==> src/rtl/seq_generator.sv <==
// rtl/seq_generator.sv - MSB-first serial pattern transmitter (optional SEQ_GEN_PARITY_EN appends an even-parity bit)
module seq_generator #(
  parameter int PAT_W = 64,
  parameter int LEN_W = $clog2(PAT_W + 1)
) (
  input  logic             clk,
  input  logic             rst,
  input  logic             start,
  input  logic [PAT_W-1:0] pat,
  input  logic [LEN_W-1:0] len,
  input  logic             bit_en,
  output logic             dout,
  output logic             dout_vld,
  output logic             busy,
  output logic             done
);

`ifdef SEQ_GEN_PARITY_EN
  localparam int PAR_W = 1;
`else
  localparam int PAR_W = 0;
`endif
  // The parity bit, when enabled, rides in the shift register below the pattern
  // so it is sent exactly like one more data bit.
  localparam int SR_W  = PAT_W + PAR_W;
  localparam int CNT_W = $clog2(PAT_W + 2);

  typedef enum logic [1:0] {IDLE, SHIFT, FIN} state_t;

  state_t            state_q, state_d;
  logic [SR_W-1:0]   sr_q, sr_d;
  logic [CNT_W-1:0]  cnt_q, cnt_d;
  logic              dout_q, dout_d;
  logic              vld_q, vld_d;
  logic              busy_q, busy_d;
  logic              done_q, done_d;

  logic [LEN_W-1:0]  len_eff;
  logic [PAT_W-1:0]  aligned;
  logic [SR_W-1:0]   load_sr;
  logic [CNT_W-1:0]  load_cnt;

  // Clamp the length and left-align the pattern so pat[len-1] lands in the MSB;
  // bits above len-1 fall off the top of the shift.
  always_comb begin
    len_eff  = (len > LEN_W'(PAT_W)) ? LEN_W'(PAT_W) : len;
    aligned  = pat << (LEN_W'(PAT_W) - len_eff);
`ifdef SEQ_GEN_PARITY_EN
    load_sr  = {aligned, ^aligned};
`else
    load_sr  = aligned;
`endif
    load_cnt = CNT_W'(len_eff) + CNT_W'(PAR_W);
  end

  // State and output registers; reset discards any transfer in flight.
  always_ff @(posedge clk or negedge rst) begin
    if (!rst) begin
      state_q <= IDLE;
      sr_q    <= '0;
      cnt_q   <= '0;
      dout_q  <= 1'b0;
      vld_q   <= 1'b0;
      busy_q  <= 1'b0;
      done_q  <= 1'b0;
    end else begin
      state_q <= state_d;
      sr_q    <= sr_d;
      cnt_q   <= cnt_d;
      dout_q  <= dout_d;
      vld_q   <= vld_d;
      busy_q  <= busy_d;
      done_q  <= done_d;
    end
  end

  // Next-state logic: load in IDLE, advance one bit per bit_en in SHIFT, pulse done in FIN.
  always_comb begin
    state_d = state_q;
    sr_d    = sr_q;
    cnt_d   = cnt_q;
    dout_d  = dout_q;
    vld_d   = vld_q;
    busy_d  = busy_q;
    done_d  = 1'b0;
    case (state_q)
      IDLE: begin
        if (start && (len != '0)) begin
          sr_d    = load_sr;
          cnt_d   = load_cnt;
          dout_d  = load_sr[SR_W-1];
          vld_d   = 1'b1;
          busy_d  = 1'b1;
          state_d = SHIFT;
        end
      end
      SHIFT: begin
        if (bit_en) begin
          if (cnt_q > CNT_W'(1)) begin
            cnt_d  = cnt_q - CNT_W'(1);
            sr_d   = sr_q << 1;
            dout_d = sr_q[SR_W-2];
          end else begin
            cnt_d   = '0;
            dout_d  = 1'b0;
            vld_d   = 1'b0;
            busy_d  = 1'b0;
            done_d  = 1'b1;
            state_d = FIN;
          end
        end
      end
      FIN: begin
        state_d = IDLE;
      end
      default: begin
        state_d = IDLE;
        dout_d  = 1'b0;
        vld_d   = 1'b0;
        busy_d  = 1'b0;
      end
    endcase
  end

  assign dout     = dout_q;
  assign dout_vld = vld_q;
  assign busy     = busy_q;
  assign done     = done_q;

endmodule

==> config.mk <==
export PLATFORM = sky130hd
export DESIGN_NAME = seq_generator
export DESIGN_NICKNAME = d
export VERILOG_FILES = /design/src/rtl/seq_generator.sv
export SDC_FILE = /design/constraint.sdc
export NUM_CORES = 1
export LEC_CHECK = 0
export CAP_MARGIN = 20
export CORE_ASPECT_RATIO = 1.75
export CORE_MARGIN = 8
export CORE_UTILIZATION = 55
export CTS_BUF_LIST = sky130_fd_sc_hd__clkbuf_8
export DETAILED_ROUTE_END_ITERATION = 6
export PLACE_DENSITY = 0.8
export SLEW_MARGIN = 20
export SYNTH_ARGS = -nofsm -noshare
export SYNTH_HDL_FRONTEND = slang
export SYNTH_SLANG_ARGS = --single-unit
==> constraint.sdc <==
create_clock -name clk -period 3.71 [get_ports clk]
set_clock_uncertainty 0.05 [all_clocks]
set_input_delay 0.742 -clock clk [delete_from_list [all_inputs] [get_ports clk]]
set_output_delay 0.742 -clock clk [all_outputs]
set_load 0.05 [all_outputs]
# --- After elaboration in Yosys (flattened, before gate mapping) ---
# Index checks and enable logic that the tools add are counted.
classes:
  eq_ne: 6
  muxes: 24
  order_cmp: 2
  n_bitwise: 1
  n_shift: 1
  n_reduce_logical: 9
  n_addsub: 2
ops:
  columns: ["cell", "count"]
  rows:
  - ["$mux W63", 3]
  - ["$pmux W63 S2", 1]
  - ["$shl A64 B7 Y64", 1]
  - ["$mux W7", 4]
  - ["$pmux W7 S2", 1]
  - ["$mux W1", 9]
  - ["$reduce_and A3 Y1", 3]
  - ["$ne A2 B2 Y1 const B", 4]
  - ["$reduce_and A4 Y1", 2]
  - ["$gt A7 B1 Y1 const B", 1]
  - ["$gt A7 B7 Y1 const B", 1]
  - ["$reduce_bool A7 Y1", 1]
  - ["$sub A7 B1 Y7 const B", 1]
  - ["$sub A7 B7 Y7 const A", 1]
  - ["$mux W2", 3]
  - ["$pmux W1 S3", 2]
  - ["$pmux W2 S2", 1]
  - ["$eq A2 B1 Y1 const B", 1]
  - ["$eq A2 B2 Y1 const B", 1]
  - ["$logic_not A2 Y1", 1]
  - ["$reduce_bool A2 Y1", 1]
  - ["$logic_and A1 B1 Y1", 1]
  - ["$not A1 Y1", 1]
totals:
  wordCells: 51
  ff_bits: 75
  out_inout_bits: 4

# --- Longest topological paths before layout ---
# Gate-level depths: netlist of the first run.
logic_depth:
  depth_word: 6
  depth_mapped: 17
  mapped_depth_nobuf: 10

# --- Least setup slack after synthesis of the first run ---
# Ideal clock, no wire load.
synth_timing:
  path_type: "input to register"
  startpoint: "input port len[6]"
  endpoint: "register sr_q[59]"
  setup_ns: 0.082
  path_buffers: 7
  path_stages: 15
  slack_ns: -0.169
  arrival_ns: 3.747
  cell_sequence: "buf_6 > nor2b_1 > buf_6 > buf_6 > inv_2 > clkbuf_1 > ha_1 > buf_2 > clkbuf_1 > buf_2 > mux2i_1 > inv_1 > o31ai_1 > a22oi_1 > a31oi_1"
synth_via:
  elab_chain_len: 6
synth_rtl:
  columns: ["element", "line", "text"]
  rows:
  - ["start: declaration", "10", "input logic [LEN_W-1:0] len,"]
  - ["$gt A7 B7 Y1", "46", "len_eff = (len > LEN_W'(PAT_W)) ? LEN_W'(PAT_W) : len;"]
  - ["$mux W7", "46", null]
  - ["$sub A7 B7 Y7", "47", "aligned = pat << (LEN_W'(PAT_W) - len_eff);"]
  - ["$shl A64 B7 Y64", "47", null]
  - ["$mux W63", "88", "if (start && (len != '0)) begin"]
  - ["$pmux W63 S2", "86", "case (state_q)"]
  - ["end signal: assignment", "68", "sr_q <= sr_d;"]
  - ["end: declaration", "31", "logic [SR_W-1:0] sr_q, sr_d;"]
# Several ways; a longest one is shown, not always the timed one. The select of a mux whose other input is x is not followed.
# A chain may end at the register's enable or synchronous reset.

# --- Final worst setup path of the first run ---
layout_timing:
  startpoint: "input port len[0]"
  endpoint: "register sr_q[49]"
# Same word-level chain as after synthesis.

==> impl_results.md, run 1 <==
- Clock Path Buffers: 2
- Fmax: around 0.28 GHz
- Crit-path most repeated cell: buf_4
- DRC viols: 0
- Ordered cell list for the critical path: clkdlybuf4s50_1, nor2b_4, inv_2, ha_2, buf_4, buf_4, mux4_2, mux2i_1, mux2i_1, a221oi_1, buf_4, a21oi_1
- Worst Setup End Kind: flip-flop
- Row count: a little under 60
- Sum Neg Setup Slack: 0 ns
- Overall routing resource usage: 0.353
- Worst reg2reg startpoint: cnt_q[0]
- Sequential-to-total area share from yosys stat: 0.231
- Distinct cell type count after synthesis: 74
- Worst setup margin: a little under 0.09 ns
- Worst-path fanout max: 10
- WS Path Type: input pin to flip-flop
- Netlist Area Pre-Place: 8130 um2
- GR peak layer: met2
- GRT met2 Usage: 0.574
- Main synth FF type: dfrtp_1
- Iteration-0 DRC Markers: 908
- Crit path DAT: between 3 and 4 ns
- Post-synth top area share: 0.231
- Crit path largest cell delay: between 0.5 and 0.6 ns
- Worst reg2reg endpoint: sr_q[57]
- Comb pwr share: 0.621
- Unrepaired setup endpoints after global routing: no
- Hpwl dp: roughly 25 mm
- Pint: 3110 uW
- Antenna diodes: 0
- Hold path startpoint: sr_q[5]
- Dpl ws: -0.240 ns
- Syn Area/Cell: 8.89 um2
- Met1 GRT Util: 0.378
- Seq. cell area: 1880 um2
- Total power: 5800 uW
- Core Region: around 15,000 um2
- Post-CTS setup repair buffer count: 0
- Flop pwr share: 0.253
- Worst-Skew Late Latency: around 0.37 ns
- Final layout net count: ~1,200
- Vias per cell: roughly 7
- Outcome: complete, no violations
- Final ANT Viol Nets: 0
- Multi-input logic area: between 5000 and 6000 um2
- Initial Util: 0.553
- R2R setup slack: ~1.2 ns
- Hold Path Cell Cnt: 2
- Kind of start point of the critical path: input pin
- Post-synth EDFFs: 0
- DR vias: 8,976
- Initial antenna violation count: 0
- Cells on worst reg2reg path: 6
- Synth area leaders: dfrtp_1 (23%), mux4_2 (20%), mux2i_1 (6.7%)
- Final period util: 0.976
- Final setup violation count: 0
- Drt pass-1 iters: 6
- Die Span Y: 177 um
- Final Core Density: 0.699
- Static Leak: 0.00416 uW
- Slew @ Worst Pin: between 0.9 and 1 ns
- GPL Wtd Cong: 1.12
- Hold Crit Class: flip-flop to flip-flop
- Critical path data required time: 3.91 ns
- Syn Nets: approximately 990
- IO buf count: a little under 80
- Rel. slew slack: 0.346
- Hold Path End: sr_q[5]
- Most frequent cell after synthesis: nand2_1
- FILL cells: between 1,000 and 1,500
- Area leader, netlist: dfrtp_1
- First-pass GRT wire length: between 50 and 60 mm
- Chip width: around 110 um
- Share of cells above drive strength 1: 0.252
- # resized after CTS: 0
- Top cells by count, synth: nand2_1 (112), dfrtp_1 (75), mux4_2 (73), nor2_1 (73), a21oi_1 (70)
- CTS Hold Bufs: 0
- Synth async-reset ratio: 1.00
- Sw frac: 0.464
- Mapped Cells: between 900 and 1,000
- Final hold viol count: 0
- Die ar.: about 19,000 um2
- Fin. max-slew vios: 0
- Register bit count reported by yosys: 75
- Clk root buf: clkbuf_8
- Inserted Clock Buffers: 9
- GRT met3 Usage: 0.0886
- Max cap viols: 0
- Clock power frac: 0.126
- H-Tree Depth: 3
- Vias in the first global route: roughly 9,000
- Crit-path slowest cell: a221oi_1
- Clock-pin slew on the worst setup and hold paths: roughly 0.08 ns
- TritonCTS clock tree: done
- Yosys warnings: 0
- P&R area growth vs syn: 26.4%
- Pin count of the biggest net entering global routing: between 70 and 80
- PwrDens: about 560 nW/um2
- Top-level I/O count: 79
- CTS Sinks: 75
- Final wirelength: between 30 and 40 mm
- Worst IR Drop VDD: ~0.36 mV
- Global route overflow: 0
- Post-DR wirelength/cell: ~26 um
- Switch Pwr: 2690 uW
- Final critical-path required period: 3.62 ns
[cell type report]
class,instances,share of cell area
multi-input cells,744,0.570
repair buffers,235,0.199
flip-flops and latches,75,0.183
well taps,183,0.0223
clock buffers,11,0.0147
clock inverters,5,0.00743
inverters,9,0.00329
[registers in the layout, indices dropped and copies added (netlist names)]
name     count
dout         1
state_q      2
cnt_q        7
busy         1
sr_q        63
done         1
[layout by cell type, fill, tap and decap left out, drive strengths merged, types with 6 or more instances in the layout]
cell / n
nand2b: 7
a22oi: 38
inv: 10
a31oi: 28
dfrtp: 75
nor3: 16
o21ai: 53
o211ai: 9
and3: 16
nor2b: 10
and2: 14
nor2: 73
mux2: 6
nand3: 36
clkdlybuf4s50: 77
clkbuf: 11
a21oi: 70
o22ai: 14
mux4: 74
nand2: 112
a211oi: 20
a221oi: 19
buf: 158
mux2i: 55
[cells by family (layout without fill, tap and decap cells)]
logic type | Yosys count | in the layout | share of synthesized area
multiplexers | 135 | 135 | 0.282
flip-flops | 75 | 75 | 0.231
adder cells (fa/ha/maj) | 3 | 3 | 0.00462
buffers and inverters | 95 | 260 | 0.0576
AND/OR/NAND/NOR | 305 | 305 | 0.175
AO/OA/AOI/OAI | 299 | 299 | 0.245
XOR/XNOR | 2 | 2 | 0.00446
[metrics by stage]
step	std cells	hold slack [ns]	area, um2
after global routing	1262	0.474	10300
after floorplan	914	0.396	8140
after detailed placement	1246	0.425	10000
after global placement	1246	0.414	10000
final	1262	0.437	10300
after CTS	1262	0.443	10300
[worst max-delay path, delay by kind of cell]
kind                     cells  cell delay, ns
buffers and inverters        5            1.06
adder cells (fa/ha/maj)      1            0.42
AO/OA/AOI/OAI                2            0.56
AND/OR/NAND/NOR              1            0.15
multiplexers                 3            0.87
[power by group through the flow]
stage	Combinational [uW]	Clock (uW)	Sequential, uW
2_1_floorplan	2190	0	1390
3_3_place_gp	3420	0	1460
3_5_place_dp	3490	0	1470
4_1_cts	3500	733	1460
5_1_grt	3870	780	1510
6_report	3600	731	1470
[worst max path at each step]
stage / start / to / slack, ns / depth (start not counted)
after floorplan: len[6] / sr_q[61] / 0.003 / 14
after global placement: len[0] / sr_q[49] / -0.18 / 11
after detailed placement: len[0] / sr_q[49] / -0.24 / 12
after CTS: len[0] / sr_q[49] / 0.14 / 12
after global routing: len[6] / sr_q[27] / 0.004 / 11
final: len[0] / sr_q[49] / 0.09 / 12
[metal layers]
layer | vias up | part of all wire
li1 | 3912 | -
met1 | 4272 | 0.33
met2 | 611 | 0.49
met3 | 181 | 0.091
met4 | 0 | 0.089
met5 | - | 0
(Power assumes the default switching activity.)
==> run 2, diff against run 1 <==
CAP_MARGIN = default   (was 20)
==> results of run 2 <==
Final layout, timing and power as in run 1 (identical DEF).
